==> src/rtl/sound_i2s_tx_pkg.sv <==
`default_nettype none
// +----------------------------------------------------------------------------+
// | Module      : sound_i2s_tx_pkg                                             |
// | Description : Shared audio types for the I2S transmit path: the stereo     |
// |               sample pair carried between the CDC buffer and the           |
// |               serialiser, the default slot length and the slot encoding    |
// |               of the word-select line.                                     |
// | Revision    : 1.0 - initial release                                        |
// +----------------------------------------------------------------------------+
package sound_i2s_tx_pkg;

  localparam int AUDIO_SAMPLE_WIDTH    = 16;
  localparam int I2S_DEFAULT_SLOT_BITS = 32;

  typedef struct packed {
    logic signed [AUDIO_SAMPLE_WIDTH-1:0] left;
    logic signed [AUDIO_SAMPLE_WIDTH-1:0] right;
  } stereo_sample_t;

  // Word-select encoding: the value is driven straight onto audio_lrck.
  typedef enum logic [0:0] {
    SLOT_LEFT  = 1'b0,
    SLOT_RIGHT = 1'b1
  } i2s_slot_e;

endpackage : sound_i2s_tx_pkg
`default_nettype wire

==> src/rtl/sound_i2s_tx_if.sv <==
`default_nettype none
// +----------------------------------------------------------------------------+
// | Module      : sound_i2s_tx_if                                              |
// | Description : Sample-side handshake between the audio source and the I2S  |
// |               transmitter.                                                 |
// |   left_in/right_in  signed stereo sample            (source -> tx)        |
// |   sample_valid      one-cycle capture strobe         (source -> tx)        |
// |   mute              zero the slots loaded while high (source -> tx)        |
// |   volume_shift      arithmetic attenuation, only with SOUND_I2S_VOLUME_EN |
// |   sample_req        pulse at each left-slot start    (tx -> source)        |
// |   underrun/overrun  one-cycle error pulses           (tx -> source)        |
// | Revision    : 1.0 - initial release                                        |
// +----------------------------------------------------------------------------+
interface sound_i2s_tx_if #(
  parameter int SAMPLE_WIDTH = 16
);

  logic signed [SAMPLE_WIDTH-1:0] left_in;
  logic signed [SAMPLE_WIDTH-1:0] right_in;
  logic                           sample_valid;
  logic                           mute;
`ifdef SOUND_I2S_VOLUME_EN
  logic [2:0]                     volume_shift;
`endif
  logic                           sample_req;
  logic                           underrun;
  logic                           overrun;

  modport slave (
`ifdef SOUND_I2S_VOLUME_EN
    input  volume_shift,
`endif
    input  left_in,
    input  right_in,
    input  sample_valid,
    input  mute,
    output sample_req,
    output underrun,
    output overrun
  );

  modport master (
`ifdef SOUND_I2S_VOLUME_EN
    output volume_shift,
`endif
    output left_in,
    output right_in,
    output sample_valid,
    output mute,
    input  sample_req,
    input  underrun,
    input  overrun
  );

endinterface : sound_i2s_tx_if
`default_nettype wire

==> src/rtl/i2s_slot_shifter.sv <==
`default_nettype none
// +----------------------------------------------------------------------------+
// | Module      : i2s_slot_shifter                                             |
// | Description : Slot timing and serial data register for the I2S            |
// |               transmitter. A free-running counter spans one slot; when it  |
// |               is zero the register loads {0, sample, zero pad} (the        |
// |               leading zero gives the I2S one-bit delay), and on every      |
// |               other bit-clock boundary it shifts left, MSB first.          |
// |   clk        audio clock                                                   |
// |   reset      synchronous, active-high                                      |
// |   load_data  sample to serialise in the next slot                          |
// |   slot_start high during the cycle whose edge begins a new slot            |
// |   dac        serial data out (register MSB)                                |
// | Revision    : 1.0 - initial release                                        |
// +----------------------------------------------------------------------------+
module i2s_slot_shifter #(
  parameter int SAMPLE_WIDTH = 16,
  parameter int SLOT_BITS    = 32,
  parameter int CLK_PER_BIT  = 4
) (
  input  wire                    clk,
  input  wire                    reset,
  input  wire [SAMPLE_WIDTH-1:0] load_data,
  output logic                   slot_start,
  output logic                   dac
);

  // The counter wraps naturally, so SLOT_BITS*CLK_PER_BIT is expected to be
  // a power of two (CLK_PER_BIT always is; SLOT_BITS is 32 in practice).
  localparam int c_cnt_w = $clog2(SLOT_BITS * CLK_PER_BIT);
  localparam int c_div_w = $clog2(CLK_PER_BIT);
  localparam int c_pad   = SLOT_BITS - SAMPLE_WIDTH - 1;

  logic [c_cnt_w-1:0]   r_count;
  logic [SLOT_BITS-1:0] r_shift;
  logic [SLOT_BITS-1:0] w_load_word;
  logic                 w_bit_en;

  // Bit boundary: low counter bits zero, excluding the slot-start edge where
  // the load takes priority.
  generate
    if (CLK_PER_BIT == 1) begin : g_div1
      assign w_bit_en = (r_count != '0);
    end else begin : g_divn
      assign w_bit_en = (r_count[c_div_w-1:0] == '0) && (r_count != '0);
    end
  endgenerate

  assign w_load_word = {{(SLOT_BITS-SAMPLE_WIDTH){1'b0}}, load_data} << c_pad;
  assign slot_start  = (r_count == '0);
  assign dac         = r_shift[SLOT_BITS-1];

  always_ff @(posedge clk) begin
    if (reset) begin
      r_count <= '0;
      r_shift <= '0;
    end else begin
      r_count <= r_count + 1'b1;
      if (slot_start) begin
        r_shift <= w_load_word;
      end else if (w_bit_en) begin
        r_shift <= {r_shift[SLOT_BITS-2:0], 1'b0};
      end
    end
  end

endmodule : i2s_slot_shifter
`default_nettype wire

==> src/rtl/sound_i2s_tx.sv <==
`default_nettype none
// +----------------------------------------------------------------------------+
// | Module      : sound_i2s_tx                                                 |
// | Description : Stereo I2S transmitter for the Pocket audio pins. Holds one  |
// |               pending stereo pair, moves it to the active pair at each     |
// |               left-slot start, requests the next pair once per frame and   |
// |               flags underrun (no fresh pair at left start) and overrun     |
// |               (new pair overwrote an unconsumed one).                      |
// |   clk         12.288 MHz audio clock (also driven out as mclk at top)      |
// |   reset       synchronous, active-high                                     |
// |   snd         sample handshake (sound_i2s_tx_if.slave)                     |
// |   audio_lrck  word select, 0 = left, 1 = right                             |
// |   audio_dac   serial data, MSB first, one bit clock after lrck            |
// | Build option: SOUND_I2S_VOLUME_EN adds snd.volume_shift, an arithmetic    |
// |               right shift applied to each loaded slot value.               |
// | Revision    : 1.0 - initial release                                        |
// +----------------------------------------------------------------------------+
module sound_i2s_tx
  import sound_i2s_tx_pkg::*;
#(
  parameter int SAMPLE_WIDTH = AUDIO_SAMPLE_WIDTH,
  parameter int SLOT_BITS    = I2S_DEFAULT_SLOT_BITS,
  parameter int CLK_PER_BIT  = 4
) (
  input  wire           clk,
  input  wire           reset,
  sound_i2s_tx_if.slave snd,
  output logic          audio_lrck,
  output logic          audio_dac
);

  stereo_sample_t                 r_pending;
  stereo_sample_t                 r_active;
  logic                           r_pending_fresh;
  i2s_slot_e                      r_slot;
  logic                           r_sample_req;
  logic                           r_underrun;
  logic                           r_overrun;

  stereo_sample_t                 w_next_active;
  logic                           w_slot_start;
  logic                           w_left_start;
  logic                           w_transfer;
  logic signed [SAMPLE_WIDTH-1:0] w_raw;
  logic signed [SAMPLE_WIDTH-1:0] w_data;

  always_comb begin
    // The slot about to start is the opposite of the one now on lrck.
    w_left_start  = w_slot_start && (r_slot == SLOT_RIGHT);
    w_transfer    = w_left_start && r_pending_fresh;
    // The left slot serialises the pair transferred on this very edge.
    w_next_active = w_transfer ? r_pending : r_active;
    w_raw         = w_left_start ? w_next_active.left : r_active.right;
    if (snd.mute) begin
      w_raw = '0;
    end
`ifdef SOUND_I2S_VOLUME_EN
    w_data = w_raw >>> snd.volume_shift;
`else
    w_data = w_raw;
`endif
  end

  always_ff @(posedge clk) begin
    if (reset) begin
      r_pending       <= '0;
      r_active        <= '0;
      r_pending_fresh <= 1'b0;
      r_slot          <= SLOT_RIGHT;
      r_sample_req    <= 1'b0;
      r_underrun      <= 1'b0;
      r_overrun       <= 1'b0;
    end else begin
      r_sample_req <= w_left_start;
      r_underrun   <= w_left_start && !r_pending_fresh;
      // A pair consumed on this edge frees the holding register, so a
      // coincident strobe is not an overrun.
      r_overrun    <= snd.sample_valid && r_pending_fresh && !w_transfer;
      r_active     <= w_next_active;

      if (w_slot_start) begin
        r_slot <= (r_slot == SLOT_LEFT) ? SLOT_RIGHT : SLOT_LEFT;
      end

      if (snd.sample_valid) begin
        r_pending.left  <= snd.left_in;
        r_pending.right <= snd.right_in;
        r_pending_fresh <= 1'b1;
      end else if (w_transfer) begin
        r_pending_fresh <= 1'b0;
      end
    end
  end

  i2s_slot_shifter #(
    .SAMPLE_WIDTH (SAMPLE_WIDTH),
    .SLOT_BITS    (SLOT_BITS),
    .CLK_PER_BIT  (CLK_PER_BIT)
  ) u_shifter (
    .clk        (clk),
    .reset      (reset),
    .load_data  (w_data),
    .slot_start (w_slot_start),
    .dac        (audio_dac)
  );

  assign audio_lrck     = r_slot;
  assign snd.sample_req = r_sample_req;
  assign snd.underrun   = r_underrun;
  assign snd.overrun    = r_overrun;

endmodule : sound_i2s_tx
`default_nettype wire

==> src/flat_wrapper.sv <==
// flat-port wrapper written by rule: the top's interface ports become plain ports
module sound_i2s_tx_flat import sound_i2s_tx_pkg::*;
#(
  parameter int SAMPLE_WIDTH = AUDIO_SAMPLE_WIDTH,
  parameter int SLOT_BITS    = I2S_DEFAULT_SLOT_BITS,
  parameter int CLK_PER_BIT  = 4
)
  (clk, reset, audio_lrck, audio_dac, snd_left_in, snd_right_in, snd_sample_valid, snd_mute, snd_sample_req, snd_underrun, snd_overrun);
  sound_i2s_tx_if #(.SAMPLE_WIDTH(SAMPLE_WIDTH)) snd_i ();
  input  wire clk;
  input  wire reset;
  output logic audio_lrck;
  output logic audio_dac;
  input wire logic [$bits(snd_i.left_in)-1:0] snd_left_in;
  input wire logic [$bits(snd_i.right_in)-1:0] snd_right_in;
  input wire logic [$bits(snd_i.sample_valid)-1:0] snd_sample_valid;
  input wire logic [$bits(snd_i.mute)-1:0] snd_mute;
  output wire logic [$bits(snd_i.sample_req)-1:0] snd_sample_req;
  output wire logic [$bits(snd_i.underrun)-1:0] snd_underrun;
  output wire logic [$bits(snd_i.overrun)-1:0] snd_overrun;
  assign snd_i.left_in = snd_left_in;
  assign snd_i.right_in = snd_right_in;
  assign snd_i.sample_valid = snd_sample_valid;
  assign snd_i.mute = snd_mute;
  assign snd_sample_req = snd_i.sample_req;
  assign snd_underrun = snd_i.underrun;
  assign snd_overrun = snd_i.overrun;
  sound_i2s_tx #(.SAMPLE_WIDTH(SAMPLE_WIDTH), .SLOT_BITS(SLOT_BITS), .CLK_PER_BIT(CLK_PER_BIT)) u_core (.clk(clk), .reset(reset), .snd(snd_i), .audio_lrck(audio_lrck), .audio_dac(audio_dac));
endmodule
==> config.mk <==
export PLATFORM = sky130hd
export DESIGN_NAME = sound_i2s_tx_flat
export DESIGN_NICKNAME = d
export VERILOG_FILES = /design/src/rtl/sound_i2s_tx_pkg.sv /design/src/rtl/sound_i2s_tx_if.sv /design/src/rtl/i2s_slot_shifter.sv /design/src/rtl/sound_i2s_tx.sv /design/src/flat_wrapper.sv
export SDC_FILE = /design/constraint.sdc
export NUM_CORES = 1
export LEC_CHECK = 0
export CORE_ASPECT_RATIO = 0.9
export CORE_UTILIZATION = 57
export DETAILED_ROUTE_END_ITERATION = 6
export HOLD_SLACK_MARGIN = 0.15
export PLACE_DENSITY = 0.89
export SYNTH_ARGS = -nofsm -noshare
export SYNTH_HDL_FRONTEND = slang
export SYNTH_HIERARCHICAL = 1
export SYNTH_SLANG_ARGS = --single-unit
==> constraint.sdc <==
create_clock -name clk -period 3.55 [get_ports clk]
set_input_delay 0.5325 -clock clk [delete_from_list [all_inputs] [get_ports clk]]
set_output_delay 0.5325 -clock clk [all_outputs]
set_load 0.03 [all_outputs]
# Yosys cells after proc, flatten, opt, wreduce, memory -nomap -nowiden

Index checks and enable logic that the tools add are counted.
Widths: inputs -> output; s select.

Register bits: 93
Input port bits: 36
Output and inout port bits: 5
Word-level logic and storage cells: 35

$add $sub $neg: 1
Multiplexer cells: 8
Reductions and logical operators: 14

Operators by type and width:

| kind                | number |
|---|---|
| $mux 31             | 2 |
| $mux 16             | 2 |
| $mux 32             | 1 |
| $add 7x1->7 const B | 1 |
| $logic_not 7->1     | 1 |
| $reduce_bool 7->1   | 1 |
| $logic_and 1x1->1   | 6 |
| $reduce_bool 2->1   | 2 |
| $mux 1              | 3 |
| $logic_not 1->1     | 2 |
| $logic_not 2->1     | 1 |
| $reduce_or 2->1     | 1 |

# Longest topological paths before layout

Gate-level depths: netlist of run 1.

Depth in word-level cells: 7
Depth in mapped cells: 13

# Modules after synthesis

The synthesis of run 1 kept the hierarchy.

By module, submodules not included:

| module           | times used | cells an instance | area each (um^2) |
|---|---|---|---|
| sound_i2s_tx     | 1          | 317               | 3,148.0 |
| i2s_slot_shifter | 1          | 128               | 1,162.4 |

# Least setup slack after synthesis of run 1

Ideal clock, no wire load.

Kind: register -> register
Start: reg u_core.u_shifter.r_count[0]
End: reg u_core.u_shifter.r_shift[22]
Library setup time: 0.091 ns
Arrival: 2.444 ns
Setup slack: 1.015 ns
Stages on the path, launching flop included: 14
Buffers on the path: 5
Clock period less this slack: 2.535 ns
Cells stage by stage: dfxtp_1 inv_1 ha_1 buf_6 or4b_1 buf_2 buf_6 nor2_2 buf_2 buf_2 a21oi_1 a211oi_1 nand3_1 a311oi_1

Word-level cells in the longest chain between the ends: 7
Elaborated cells on any way between the ends: 11
Classes of those cells: mux: 4; reduce/logical: 7

Ends and longest elaborated chain:

| element                       | RTL line               | RTL |
|---|---|---|
| start, declared               | i2s_slot_shifter.sv:34 | `logic [c_cnt_w-1:0] r_count;` |
| start signal, assigned        | i2s_slot_shifter.sv:58 | `r_count <= r_count + 1'b1;` |
| $logic_not 7->1 (*)           | i2s_slot_shifter.sv:50 | `assign slot_start = (r_count == '0);` |
| named net u_core.w_slot_start | sound_i2s_tx.sv:41     | `logic w_slot_start;` |
| $logic_and 1x1->1 (*)         | sound_i2s_tx.sv:49     | `w_left_start = w_slot_start && (r_slot == SLOT_RIGHT);` |
| $logic_and 1x1->1             | sound_i2s_tx.sv:50     | `w_transfer = w_left_start && r_pending_fresh;` |
| $mux 32                       | sound_i2s_tx.sv:52     | `w_next_active = w_transfer ? r_pending : r_active;` |
| $mux 16 (*)                   | sound_i2s_tx.sv:53     | `w_raw = w_left_start ? w_next_active.left : r_active.right;` |
| $mux 16 (*)                   | sound_i2s_tx.sv:54     | `if (snd.mute) begin` |
| named net u_core.w_data[7]    | sound_i2s_tx.sv:45     | `logic signed [SAMPLE_WIDTH-1:0] w_data;` |
| $mux 31 (*)                   | i2s_slot_shifter.sv:59 | `if (slot_start) begin` |
| end signal, assigned          | i2s_slot_shifter.sv:60 | `r_shift <= w_load_word;` |
| end signal, assigned          | i2s_slot_shifter.sv:62 | `r_shift <= {r_shift[SLOT_BITS-2:0], 1'b0};` |
| end, declared                 | i2s_slot_shifter.sv:35 | `logic [SLOT_BITS-1:0] r_shift;` |

Mark *: on every way through the listed nets, which the timed path passes. The rest lies on a longest branch.
A chain may end at the register's enable or synchronous reset.

# Final worst setup path of run 1

Start: reg u_core.u_shifter.r_count[0]
End: reg u_core.u_shifter.r_shift[30]

The elaborated chain is that of the path after synthesis.

==> results of run 1 <==
-- area by class of cell --
| cell class | instances | area (um2) | area share (%) |
|---|---|---|---|
| tap | 93 | 116 | 2.45 |
| sequential | 93 | 1860 | 39.2 |
| multi-input combinational | 308 | 2130 | 44.8 |
| timing repair buffer | 42 | 418 | 8.80 |
| inverter | 3 | 11.3 | 0.237 |
| clock buffer | 12 | 155 | 3.27 |
| clock inverter | 4 | 56.3 | 1.19 |
-- state kept, by name, summed over array words and instances, names as in the netlist --
signal	flops
u_core/r_active	32
u_core/r_pending	32
u_core/u_shifter/r_shift	17
u_core/u_shifter/r_count	7
u_core/audio_lrck	1
u_core/r_pending_fresh	1
u_core/snd.overrun	1
u_core/snd.sample_req	1
u_core/snd.underrun	1
-- through the flow --
| step | std cells | hold slack (ps) |
|---|---|---|
| 2_1_floorplan | 445 | 430 |
| 3_3_place_gp | 539 | 446 |
| 3_5_place_dp | 539 | 457 |
| 4_1_cts | 555 | 478 |
| 5_1_grt | 555 | 495 |
| 6_report | 555 | 478 |
-- worst max-delay path by stage --
stage / start / endpoint / depth (start not counted)
after floorplan: u_core/u_shifter/r_count[0]$_SDFF_PP0_ / u_core/u_shifter/r_shift[22]$_SDFFE_PP0P_ / 13
after global placement: u_core/u_shifter/r_count[0]$_SDFF_PP0_ / u_core/u_shifter/r_shift[30]$_SDFFE_PP0P_ / 8
after detailed placement: u_core/u_shifter/r_count[0]$_SDFF_PP0_ / u_core/u_shifter/r_shift[30]$_SDFFE_PP0P_ / 8
after CTS: u_core/u_shifter/r_count[0]$_SDFF_PP0_ / u_core/u_shifter/r_shift[30]$_SDFFE_PP0P_ / 8
after global routing: u_core/u_shifter/r_count[0]$_SDFF_PP0_ / u_core/u_shifter/r_shift[25]$_SDFFE_PP0P_ / 8
final: u_core/u_shifter/r_count[0]$_SDFF_PP0_ / u_core/u_shifter/r_shift[30]$_SDFFE_PP0P_ / 8
-- layer usage --
layer / share of wire [%] / GRT usage (%)
met5: 0 / 0
met4: 1.8 / 7.97
met3: 5.7 / 5.89
met2: 49 / 38.2
met1: 43 / 29.1
-- layout by cell type (no fill, tap or decap), types with 2 or more instances in the layout --
cell / Yosys / final
clkinv_4: 0 / 3
a211oi_1: 16 / 16
o21ai_0: 8 / 8
xor2_1: 2 / 2
or3_1: 2 / 2
nand3_1: 19 / 19
inv_1: 3 / 3
a311oi_1: 15 / 15
buf_2: 13 / 2
nand2b_1: 65 / 65
nor3_1: 3 / 3
clkbuf_8: 5 / 11
a21oi_1: 20 / 20
mux2i_1: 81 / 81
nand2_1: 2 / 2
nor2_1: 54 / 54
ha_1: 2 / 2
clkdlybuf4s50_1: 0 / 38
dfxtp_1: 93 / 93
o21ai_1: 8 / 8
-- power breakdown --
part | internal (mW) | switching, mW | total, mW
Combinational | 0.164 | 0.182 | 0.347
Sequential | 1.10 | 0.0533 | 1.16
Clock | 0.368 | 0.361 | 0.730
-- logic make-up (layout without fill, tap and decap cells) --
family | Yosys count | in the layout | synth area share (%)
AO/OA/AOI/OAI | 70 | 70 | 10.6
multiplexers | 81 | 81 | 18.8
adder cells (fa/ha/maj) | 2 | 2 | 0.580
XOR/XNOR | 3 | 3 | 0.610
buffers and inverters | 44 | 61 | 7.40
flip-flops | 93 | 93 | 43.2
AND/OR/NAND/NOR | 152 | 152 | 18.8
-- worst register-to-register path: cells and delay by family (launching register included) --
family / cells / cell delay [ps]
fa+ha+maj: 1 / 150
buf+inv: 1 / 60
flops: 1 / 340
simple gates: 4 / 2260
compound gates: 2 / 260
==> results.py, run 1 <==
metrics = {
    "status": {
        "outcome": "completed",
    },
    "synth": {
        "syn_area_per_cell_um2": 9.69,
        "ys_ff_latch": 93,
        "yosysTopAreaCellShare_pct": 43.2,
        "synth.yosys.seq_area_share_pct": 43.2,
        "synth-edff-count": 0,
        "synthFlopType": "dfxtp_1",
        "yosysTopAreaCell": "dfxtp_1",
        "synthArstFlopShare_pct": 0,
        "ys_types": 34,
        "synthesis.area_mm2": 0.00431,
        "synth.most_common_cell": "dfxtp_1",
        "syn_nets": 483,
        "ys_top_cells_by_area": "dfxtp_1 43%, mux2i_1 19%, nand2b_1 9.4%",
        "syn_inst": 445,
        "synth_warnings": 6,
        "synth_common_cells": "93 x dfxtp_1, 81 x mux2i_1, 65 x nand2b_1",
    },
    "grt": {
        "grt_use_total_pct": 23.0,
        "grt.overflow.total": 0,
        "grt_pass1_vias": 3107,
        "grt_pass1_wl_um": 14400,
        "antenna_found_initial": 0,
        "grt_max_degree": 126,
    },
    "hold_path": {
        "holdPathEnd": "u_core/r_active[24]$_SDFF_PP0_",
        "hp-class": "reg2reg",
        "min_from": "u_core/r_active[24]$_SDFF_PP0_",
        "hold_depth": 2,
    },
    "route": {
        "drc": 0,
        "first_iter_violations": 307,
        "dr.pass1.iters": 5,
        "postRouteAntennaNets": 0,
        "dr_total_vias": 3188,
        "drt-vias-per-instance": 5.74,
        "wl_per_cell_um": 15.4,
        "wl_um": 8540,
    },
    "timing": {
        "finalSetupTns_ps": 0,
        "max_freq_mhz": 312,
        "min_period_ps": 3210,
        "rsz0062_at_grt": "false",
        "setup_ws_ps": 345,
        "worst_pin_slew_ps": 1110,
        "setup_viol": 0,
        "finalHoldViolCount": 0,
        "slew_violations": 0,
        "clock_skew_ps": 13.7,
        "slew-limit-headroom_pct": 26.0,
        "period_share_pct": 90.3,
    },
    "layout": {
        "diodes": 0,
        "area_growth_pct": 10.2,
        "fin_area_mm2": 0.00475,
        "layout.nets": 495,
        "num-fill-cells": 557,
        "layout-drive-gt1-share_pct": 5.41,
        "fin_util_pct": 66.1,
    },
    "placement": {
        "pre_cts_slack_ps": 431,
        "dp_hpwl_um": 5530,
        "port_buffers": 40,
        "place_area_mm2": 0.00454,
        "gp_congestion": 0.823,
    },
    "floorplanning": {
        "io_pins": 41,
        "row_count": 29,
        "coreArea_mm2": 0.00718,
        "die_height_um": 84.5,
        "die_x_um": 93.7,
        "dieArea_mm2": 0.00791,
        "start_util_pct": 60.0,
    },
    "clock_tree": {
        "clock_path_buffers": 2,
        "h-tree-depth": 3,
        "cts-root-buf": "clkbuf_8",
        "cts_sinks": 93,
        "clock_latency_ps": 350,
        "numCtsBuffers": 9,
        "postCtsHoldBufs": 0,
        "cts_tree": "yes",
        "clk_pin_slew_ps": 90,
        "postCtsSetupBuffers": 0,
        "cts_resized": 0,
    },
    "pwr": {
        "power_mw": 2.23,
        "ir_worst_vdd_mv": 0.402,
        "pwr_density_cell_mw_per_mm2": 470,
        "p_leak_nw": 1.72,
    },
    "worst_setup_path": {
        "crit_type": "reg2reg",
        "reg2reg_slack_ps": 340,
        "path_buf_inv": 1,
        "cp_slowest_cell": "nor2_2",
        "crit_chain": "inv_1 -> ha_1 -> or4b_1 -> nor2_2 -> and2_1 -> a211oi_1 -> nand3_1 -> a311oi_1",
        "worst-r2r-cell-count": 8,
        "worstPathRequired_ps": 3760,
        "r2r_end": "u_core/u_shifter/r_shift[30]$_SDFFE_PP0P_",
        "crit_family": "simple AND/OR/NAND/NOR gates",
        "reg2reg_from": "u_core/u_shifter/r_count[0]$_SDFF_PP0_",
        "crit_fanout": 22,
        "cp-end-kind": "flop",
        "worstSetupStartpointType": "flop",
        "arrival_ps": 3420,
        "max_stage_delay_ps": 770,
    },
    "run": {
        "drv_cap": 0,
    },
}
(Power assumes the default switching activity.)
==> run 2, diff against run 1 <==
--- a/config.mk
+++ b/config.mk
@@ -6,11 +6,11 @@
 export NUM_CORES = 1
 export LEC_CHECK = 0
 export CORE_ASPECT_RATIO = 0.9
-export CORE_UTILIZATION = 57
+export CORE_UTILIZATION = 56
+export CTS_CLUSTER_SIZE = 8
 export DETAILED_ROUTE_END_ITERATION = 6
 export HOLD_SLACK_MARGIN = 0.15
 export PLACE_DENSITY = 0.89
 export SYNTH_ARGS = -nofsm -noshare
 export SYNTH_HDL_FRONTEND = slang
-export SYNTH_HIERARCHICAL = 1
 export SYNTH_SLANG_ARGS = --single-unit
==> constraint.sdc (replaced) <==
create_clock -name clk -period 3.4 [get_ports clk]
set_input_delay 0.51 -clock clk [delete_from_list [all_inputs] [get_ports clk]]
set_output_delay 0.51 -clock clk [all_outputs]
set_load 0.03 [all_outputs]
==> run 2 against run 1 <==
Against the previous run: register-to-register slack better by 350 ps; highest routed layer unchanged; count of clock-buffer cells in the layout down 1; total power up 5.8%; first-iteration DRC count down 38%; combinational power up 13%; hold slack worse by 6.5 ps; area after synthesis down 9.8%; sequential cell count unchanged; clock skew down 1.4 ps; synthesized cell count down 3.6%; sequential share of layout area up 2.1 points; critical endpoint is now u_core.u_shifter.r_shift[27]$_SDFFE_PP0P_.
==> results.py, run 2 <==
metrics = {
    "grt": {
        "grt_pass1_vias": 2986,
        "grt_pass1_wl_um": 14100,
        "antenna_found_initial": 0,
        "grt_max_degree": 68,
        "grt_use_total_pct": 24.6,
        "grt.overflow.total": 0,
    },
    "placement": {
        "place_area_mm2": 0.00429,
        "gp_congestion": 0.809,
        "port_buffers": 40,
        "dp_cells": 526,
        "dp_hpwl_um": 5440,
    },
    "route": {
        "dr_total_vias": 3122,
        "wl_met1_um": 3620,
        "postRouteAntennaNets": 0,
        "route.met3.wl_um": 419,
        "first_iter_violations": 191,
        "top_layer": "met4",
        "wl_um": 8310,
        "met2_length_um": 4160,
        "drc": 0,
        "wl_per_cell_um": 15.3,
        "dr.pass1.iters": 5,
        "drt-vias-per-instance": 5.76,
    },
    "layout": {
        "area_growth_pct": 15.9,
        "layout-drive-gt1-share_pct": 10.2,
        "layout_commonest_cell": "dfxtp_1",
        "final_cell_mix": "93 x dfxtp_1, 83 x nor2_1, 49 x mux2i_1",
        "reg_top3": "u_core.r_active x32, u_core.r_pending x32, u_core.u_shifter.r_shift x17",
        "layout.nets": 485,
        "stdcell_count": 542,
        "fin_area_mm2": 0.00450,
        "diodes": 0,
        "num-fill-cells": 531,
    },
    "clock_tree": {
        "cts_tree": "yes",
        "cts-root-buf": "clkbuf_8",
        "clock_path_buffers": 2,
        "postCtsHoldBufs": 0,
        "cts_sinks": 93,
        "numCtsBuffers": 9,
        "cts_resized": 0,
        "postCtsSetupBuffers": 0,
        "h-tree-depth": 3,
        "clk_pin_slew_ps": 90,
        "clock_latency_ps": 370,
    },
    "worst_setup_path": {
        "worstPathRequired_ps": 3700,
        "arrival_ps": 3010,
        "crit_chain": "inv_1 -> ha_1 -> or4b_4 -> o31ai_4 -> o221a_2",
        "cp_slowest_cell": "or4b_4",
        "crit_fanout": 33,
        "path_buf_inv": 1,
        "worst-path-stages": 5,
        "crit_family": "compound AO/OA/AOI/OAI gates",
        "max_stage_delay_ps": 730,
        "worst-r2r-cell-count": 5,
        "cp-end-kind": "flop",
        "worstSetupStartpointType": "flop",
        "crit_type": "reg2reg",
    },
    "timing": {
        "min_period_ps": 2710,
        "slew_violations": 0,
        "period_share_pct": 79.6,
        "finalSetupTns_ps": 0,
        "rsz0062_at_grt": "false",
        "clock_skew_ps": 12.3,
        "max_freq_mhz": 369,
        "worst_pin_slew_ps": 1150,
        "setup_viol": 0,
        "slew-limit-headroom_pct": 23.6,
        "finalHoldViolCount": 0,
    },
    "synth": {
        "ys_ff_latch": 93,
        "syn_nets": 467,
        "ys_types": 34,
        "yosysTopAreaCell": "dfxtp_1",
        "synth.most_common_cell": "dfxtp_1",
        "ys_top_cells_by_area": "dfxtp_1 48%, mux2i_1 13%, nor2_1 8.0%",
        "syn_area_per_cell_um2": 9.06,
        "synth-edff-count": 0,
        "synth_warnings": 0,
        "synth.yosys.seq_area_share_pct": 47.9,
        "synthFlopType": "dfxtp_1",
        "synth_common_cells": "93 x dfxtp_1, 83 x nor2_1, 49 x mux2i_1",
        "synthArstFlopShare_pct": 0,
        "syn_inst": 429,
        "yosysTopAreaCellShare_pct": 47.9,
        "synthesis.area_mm2": 0.00389,
    },
    "floorplanning": {
        "dieArea_mm2": 0.00728,
        "io_pins": 41,
        "die_x_um": 89.8,
        "start_util_pct": 58.4,
        "die_height_um": 81.0,
        "row_count": 28,
        "coreArea_mm2": 0.00666,
    },
    "pwr": {
        "pwr_density_cell_mw_per_mm2": 525,
        "ir_worst_vdd_mv": 0.317,
        "power_mw": 2.36,
        "p_leak_nw": 1.75,
    },
    "status": {
        "outcome": "completed",
    },
    "run": {
        "drv_cap": 0,
    },
    "hold_path": {
        "hold_depth": 2,
        "hp-class": "reg2reg",
    },
}
[run 2: cell count changes in the layout (fill, tap and decap cells not counted), sizes merged, moves of 2 or more]
cell	delta
nor2	+28
clkinv	-2
inv	+3
buf	+5
nand2b	-64
a311oi	-15
nand3	+17
o221a	+15
mux2i	-32
o21ai	+17
a21oi	+15
[run 2: final timing paths]
check,startpoint,endpoint,slack (ps)
max,u_core.u_shifter.r_count[0]$_SDFF_PP0_,u_core.u_shifter.r_shift[27]$_SDFFE_PP0P_,690
min,u_core.r_pending[5]$_SDFFE_PP0P_,u_core.r_active[5]$_SDFFE_PP0N_,470
max reg2reg,u_core.u_shifter.r_count[0]$_SDFF_PP0_,u_core.u_shifter.r_shift[27]$_SDFFE_PP0P_,690
min reg2reg,u_core.r_pending[5]$_SDFFE_PP0P_,u_core.r_active[5]$_SDFFE_PP0N_,470
[run 2: cells by family (layout without fill, tap and decap cells)]
logic type               after synthesis  after routing  synth area share, %
AO/OA/AOI/OAI                        104            104                 17.5
XOR/XNOR                               3              3                0.676
adder cells (fa/ha/maj)                2              2                0.644
buffers and inverters                 43             66                 4.67
flip-flops                            93             93                 47.9
multiplexers                          50             50                 12.9
AND/OR/NAND/NOR                      134            134                 15.7
[run 2: cell type report]
cell class	instances	area (um2)	area share (%)
clock buffers	11	151	3.36
flip-flops and latches	93	1860	41.3
well taps	90	113	2.50
repair buffers	47	443	9.84
multi-input cells	293	1860	41.3
clock inverters	5	65.1	1.44
inverters	3	11.3	0.250
[run 2: where the power goes]
group,switching (mW),leakage (nW),total (mW),internal (mW)
Sequential,0.0397,0.761,1.19,1.15
Clock,0.388,0.111,0.777,0.389
Combinational,0.227,0.874,0.392,0.164
[run 2: metal layers]
layer	track usage, %	vias up
li1	-	1548
met1	29.4	1462
met2	43.5	102
met3	6.93	10
met4	7.38	0
met5	0	-
[run 2: tightest hold or removal path, stage by stage (launching register included)]
cell	delay (ps)
dfxtp_1	320
nand3_1	60
a21oi_1	50
[run 2: through the flow]
stage	hold WS (ps)	utilization [%]	setup WS (ps)
2_1_floorplan	430	-	1630
3_3_place_gp	443	64.4	794
3_5_place_dp	458	64.4	709
4_1_cts	475	67.7	679
5_1_grt	494	67.7	493
6_report	472	67.7	693
==> RTL change 1 (config.mk and constraints of run 2) <==
Put a register stage on the output `audio_dac`, with the module's reset. The value now appears one clock later. The other outputs are not delayed to match.
--- a/src/rtl/sound_i2s_tx.sv
+++ b/src/rtl/sound_i2s_tx.sv
@@ -29,4 +29,6 @@
   output logic          audio_dac
 );
+
+  logic audio_dac_d;
 
   stereo_sample_t                 r_pending;
@@ -102,5 +104,5 @@
     .load_data  (w_data),
     .slot_start (w_slot_start),
-    .dac        (audio_dac)
+    .dac        (audio_dac_d)
   );
 
@@ -110,4 +112,12 @@
   assign snd.overrun    = r_overrun;
 
+  always_ff @(posedge clk) begin
+    if (reset) begin
+      audio_dac <= '0;
+    end else begin
+      audio_dac <= audio_dac_d;
+    end
+  end
+
 endmodule : sound_i2s_tx
 `default_nettype wire
Behaviour: same outputs for any inputs over 10 cycles, from zero or initial values and one cycle with reset high; that may be too few to reach the edited logic, so the function may still have changed.
==> RTL change 1 against run 2 <==
Wire length down 1.3%; fmax rose by 24%; synthesized cell count grew 0.70%; non-clock buffer count grew 2; worst setup slack better by 530 ps; clock power fell by 2%; synthesized area is 0.68% higher; critical path depth up 2; power about the same; design area is 0.75% higher; sequential cell count grew 1.
==> RTL change 1: results (changes against run 2) <==
Status: complete, no violations
Worst Path Arrival: 2440 ps (-570 ps)
Port bufs: 40 (unchanged)
WL met1: 3.66 mm (+1.1%)
Synth Net Count: 470 (+0.64%)
Post-synthesis sequential area ratio: 48.1% (+0.19 points)
First-pass iteration count of the detailed router: 4 (-1)
First-pass GRT wire length: 13.7 mm (-3.1%)
Synth top area cells: dfxtp_1 (48%), mux2i_1 (13%), nor2_1 (8.0%)
Post-Layout Cell Count: 546 (+0.74%)
Final #Nets: 489 (+0.82%)
Final WL: 8.20 mm (-1.3%)
Maximum vdd drop: 0.328 mV (+3.7%)
Leak: 0.00175 uW (+0.47%)
Routed wl met2: 3.96 mm (-4.8%)
Clock Skew: 3.90 ps (-8.42 ps)
Worst-path fanout max: 19 (-42%)
# fillers: 525 (-1.1%)
Multiplexer share of the synthesized area: 12.8% (-0.087 points)
Area post-placement: 4330 um2 (+0.96%)
Post-DP HPWL: 5.30 mm (-2.6%)
Vias per cell: 5.79 (+0.57%)
Most frequent cells after synthesis: dfxtp_1 (94), nor2_1 (83), mux2i_1 (49), nand3_1 (36), a21oi_1 (35)
Cell family with most CP delay: simple AND/OR/NAND/NOR gates
Finished Core Util: 68.2% (+0.51 points)
Met1 GRT Util: 28.8% (-0.57 points)
Placer congestion estimate: 0.795 (-1.7%)
Total GRT Usage: 23.6% (-0.97 points)
Ratio of cells with drive above 1 in the final layout: 10.3% (+0.13 points)
Synth Area in Adders: 0.640% (-0.0043 points)
Placed Instances: 530 (+0.76%)
M3 GR Usage: 6.27% (-0.66 points)
Synth Instances: 432 (+0.70%)
Initial detailed-routing violation count: 256 (+34%)
Met2 Usage GRT: 40.7% (-2.8 points)
Slowest CP cell: o41ai_1
Critical Path Max Stage Delay: 400 ps (-330 ps)
Synth Area in XOR/XNOR: 0.672% (-0.0045 points)
Routed wl met3: 453 um (+8.1%)
## RTL change 1: worst paths after layout
| check | slack (ps) | start | to | depth (start not counted) |
|---|---|---|---|---|
| max | 1220 | u_core.u_shifter.r_count[0] | u_core.u_shifter.r_shift[15] | 7 |
| min | 480 | u_core.u_shifter.r_shift[31] | u_core.audio_dac | 1 |
| max reg2reg | 1220 | u_core.u_shifter.r_count[0] | u_core.u_shifter.r_shift[15] | 7 |
| min reg2reg | 480 | u_core.u_shifter.r_shift[31] | u_core.audio_dac | 1 |
## RTL change 1: cell type report
type                    count  area share, %
multi-input cells         294           41.1
inverters                   3          0.248
flip-flops and latches     94           41.5
clock inverters             4           1.19
repair buffers             49           10.1
clock buffers              12           3.42
well taps                  90           2.48
## RTL change 1: power breakdown
part	switching [uW]	leakage [uW]	internal [uW]
registers	48.3	0.000769	1170
logic	220	0.000886	165
clock network	380	0.0000992	383
==> RTL change 2 (settings of run 2) <==
Without the edit above. `CLK_PER_BIT` is set to 4 in 3 places; all go to 16.
--- a/src/rtl/i2s_slot_shifter.sv
+++ b/src/rtl/i2s_slot_shifter.sv
@@ -17,5 +17,5 @@
   parameter int SAMPLE_WIDTH = 16,
   parameter int SLOT_BITS    = 32,
-  parameter int CLK_PER_BIT  = 4
+  parameter int CLK_PER_BIT  = 16
 ) (
   input  wire                    clk,
--- a/src/rtl/sound_i2s_tx.sv
+++ b/src/rtl/sound_i2s_tx.sv
@@ -21,5 +21,5 @@
   parameter int SAMPLE_WIDTH = AUDIO_SAMPLE_WIDTH,
   parameter int SLOT_BITS    = I2S_DEFAULT_SLOT_BITS,
-  parameter int CLK_PER_BIT  = 4
+  parameter int CLK_PER_BIT  = 16
 ) (
   input  wire           clk,
--- a/src/flat_wrapper.sv
+++ b/src/flat_wrapper.sv
@@ -4,5 +4,5 @@
   parameter int SAMPLE_WIDTH = AUDIO_SAMPLE_WIDTH,
   parameter int SLOT_BITS    = I2S_DEFAULT_SLOT_BITS,
-  parameter int CLK_PER_BIT  = 4
+  parameter int CLK_PER_BIT  = 16
 )
   (clk, reset, audio_lrck, audio_dac, snd_left_in, snd_right_in, snd_sample_valid, snd_mute, snd_sample_req, snd_underrun, snd_overrun);
Function: same outputs for any inputs over 10 cycles, from zero or initial values and one cycle with reset high; that may be too few to reach the edited logic, so the function may still have changed.
==> RTL change 2 against run 2 <==
Worst setup slack better by 320 ps; worst hold slack worse by 12 ps; highest routed layer unchanged; design area is 4.4% higher; sequential share of layout area is 0.91 points lower; fmax is 13% higher; via count down 0.22%; synthesized area is 6.0% higher; sequential cell count up 2; critical endpoint is now u_core.r_active[7]; power down 9.7%; wire length shrank 0.71%; largest cell class is now multi-input combinational cells.
==> RTL change 2: results (changes against run 2) <==
Status: complete, no violations
H-tree levels: 3 (unchanged)
Skew-Pair Late Insertion Delay: 360 ps
Worst-path clk slew: 90 ps (about the same)
Leak: 0.00180 uW (+3.2%)
Ratio of cells with drive above 1 in the final layout: 9.01% (-1.2 points)
Via count: 3115 (-0.22%)
Reg2reg end: u_core.r_active[7]
Placement Setup Slack: 1080 ps (+374 ps)
Port bufs: 40 (unchanged)
Placed Instances: 543 (+3.2%)
Slew HR: 32.9% (+9.3 points)
Most frequent cells after synthesis: dfxtp_1 (95), nand2_1 (84), mux2i_1 (80), nor2_1 (39), clkbuf_1 (28)
Distinct cells, synth: 35 (+2.9%)
Post-CTS Setup Inserts: 0 (unchanged)
Min-delay src: u_core.r_active[16]
Worst Path Arrival: 2670 ps (-340 ps)
Post-synthesis sequential area ratio: 46.2% (-1.7 points)
# fillers: 587 (+11%)
Final WL: 8.25 mm (-0.71%)
Final #Nets: 499 (+2.9%)
Placer congestion estimate: 0.750 (-7.3%)
Vias per cell: 5.57 (-3.3%)
Biggest regs: u_core.r_active (32), u_core.r_pending (32), u_core.u_shifter.r_shift (17)
First-pass GRT wire length: 14.0 mm (-1.1%)
Reg2Reg Setup Slack: 1010 ps (+320 ps)
Synth Net Count: 476 (+1.9%)
Routed wl met3: 422 um (+0.72%)
Synth warn: 0 (unchanged)
Post-DP HPWL: 5.43 mm (about the same)
Synth top area cells: dfxtp_1 (46%), mux2i_1 (19%), nand2_1 (7.7%)
Maximum vdd drop: 0.369 mV (+16%)
Largest net degree at the start of global routing: 68 (unchanged)
Min-Delay Endpoint: u_core.r_active[16]
Worst R2R Path Depth: 6 (+1)
Max Freq: 418 MHz (+13%)
Worst-path fanout max: 32 (-3.0%)
Routed wl met2: 4.11 mm (-1.2%)
Clock Skew: 8.72 ps (-3.59 ps)
Syn_area_per_cell: 9.40 um2 (+3.8%)
First-pass iteration count of the detailed router: 4 (-1)
Area post-placement: 4530 um2 (+5.6%)
Vias in the first global route: 3033 (+1.6%)
WL met1: 3.59 mm (-0.88%)
Total GRT Usage: 22.8% (-1.7 points)
Hold depth: 2 (unchanged)
Initial detailed-routing violation count: 284 (+49%)
## RTL change 2: cell types whose count changed in the layout (fill, tap and decap cells not counted), sizes merged, moves of 16 or more
cell | run 2 | this run
nand2 | 3 | 84
nor2 | 83 | 39
nand3 | 36 | 4
mux2i | 49 | 80
a21oi | 35 | 5
o21ai | 34 | 5
o211ai | 0 | 27
a211oi | 16 | 0
## RTL change 2: cell families after synthesis
kind of cell	synth area share, %
compound gates	7.56
xor+xnor	0.638
fa+ha+maj	0.607
buf+inv	4.22
flops	46.2
mux	23.8
simple gates	17.0
## RTL change 2: worst max-delay path, stage by stage, from the launching register on
cell and delay, ps:
dfxtp_1 350, inv_1 70, ha_1 150, or3b_1 620
nor4_4 300, buf_4 520, mux2i_1 290
## RTL change 2: worst max path at each step
| stage | cells past startpoint | to | startpoint |
|---|---|---|---|
| 5_1_grt | 6 | u_core.r_active[7] | u_core.u_shifter.r_count[0] |
| 3_5_place_dp | 6 | u_core.r_active[14] | u_core.u_shifter.r_count[0] |
| 3_3_place_gp | 6 | u_core.r_active[8] | u_core.u_shifter.r_count[0] |
| 2_1_floorplan | 5 | u_core.r_active[0] | u_core.u_shifter.r_count[5] |
| 4_1_cts | 6 | u_core.r_active[7] | u_core.u_shifter.r_count[0] |
| 6_report | 6 | u_core.r_active[7] | u_core.u_shifter.r_count[0] |
## RTL change 2: layout make-up
| cell class | instances | area share, % |
|---|---|---|
| Clock buffer | 11 | 3.01 |
| Multi-Input combinational cell | 303 | 43.5 |
| Timing Repair Buffer | 47 | 9.42 |
| Clock inverter | 5 | 0.718 |
| Inverter | 5 | 0.399 |
| Tap cell | 93 | 2.47 |
| Sequential cell | 95 | 40.4 |
## RTL change 2: through the flow
stage | hold WS (ps) | util (%)
after floorplan | 430 | -
after global placement | 439 | 64.0
after detailed placement | 449 | 64.0
after CTS | 462 | 66.5
after global routing | 487 | 66.5
final | 459 | 66.5
## RTL change 2: layer usage
layer  vias up  track usage (%)
met3        14             7.05
met2        80             37.6
met5         -                0
met4         0             6.68
met1      1472             28.6
li1       1549                -
## RTL change 2: power by group
part / switching (uW) / leakage [uW] / total, uW / internal (uW)
Combinational: 149 / 0.000941 / 281 / 133
Clock: 383 / 0.0000853 / 667 / 285
Sequential: 30.1 / 0.000774 / 1180 / 1150
Total: 561 / 0.00180 / 2130 / 1570
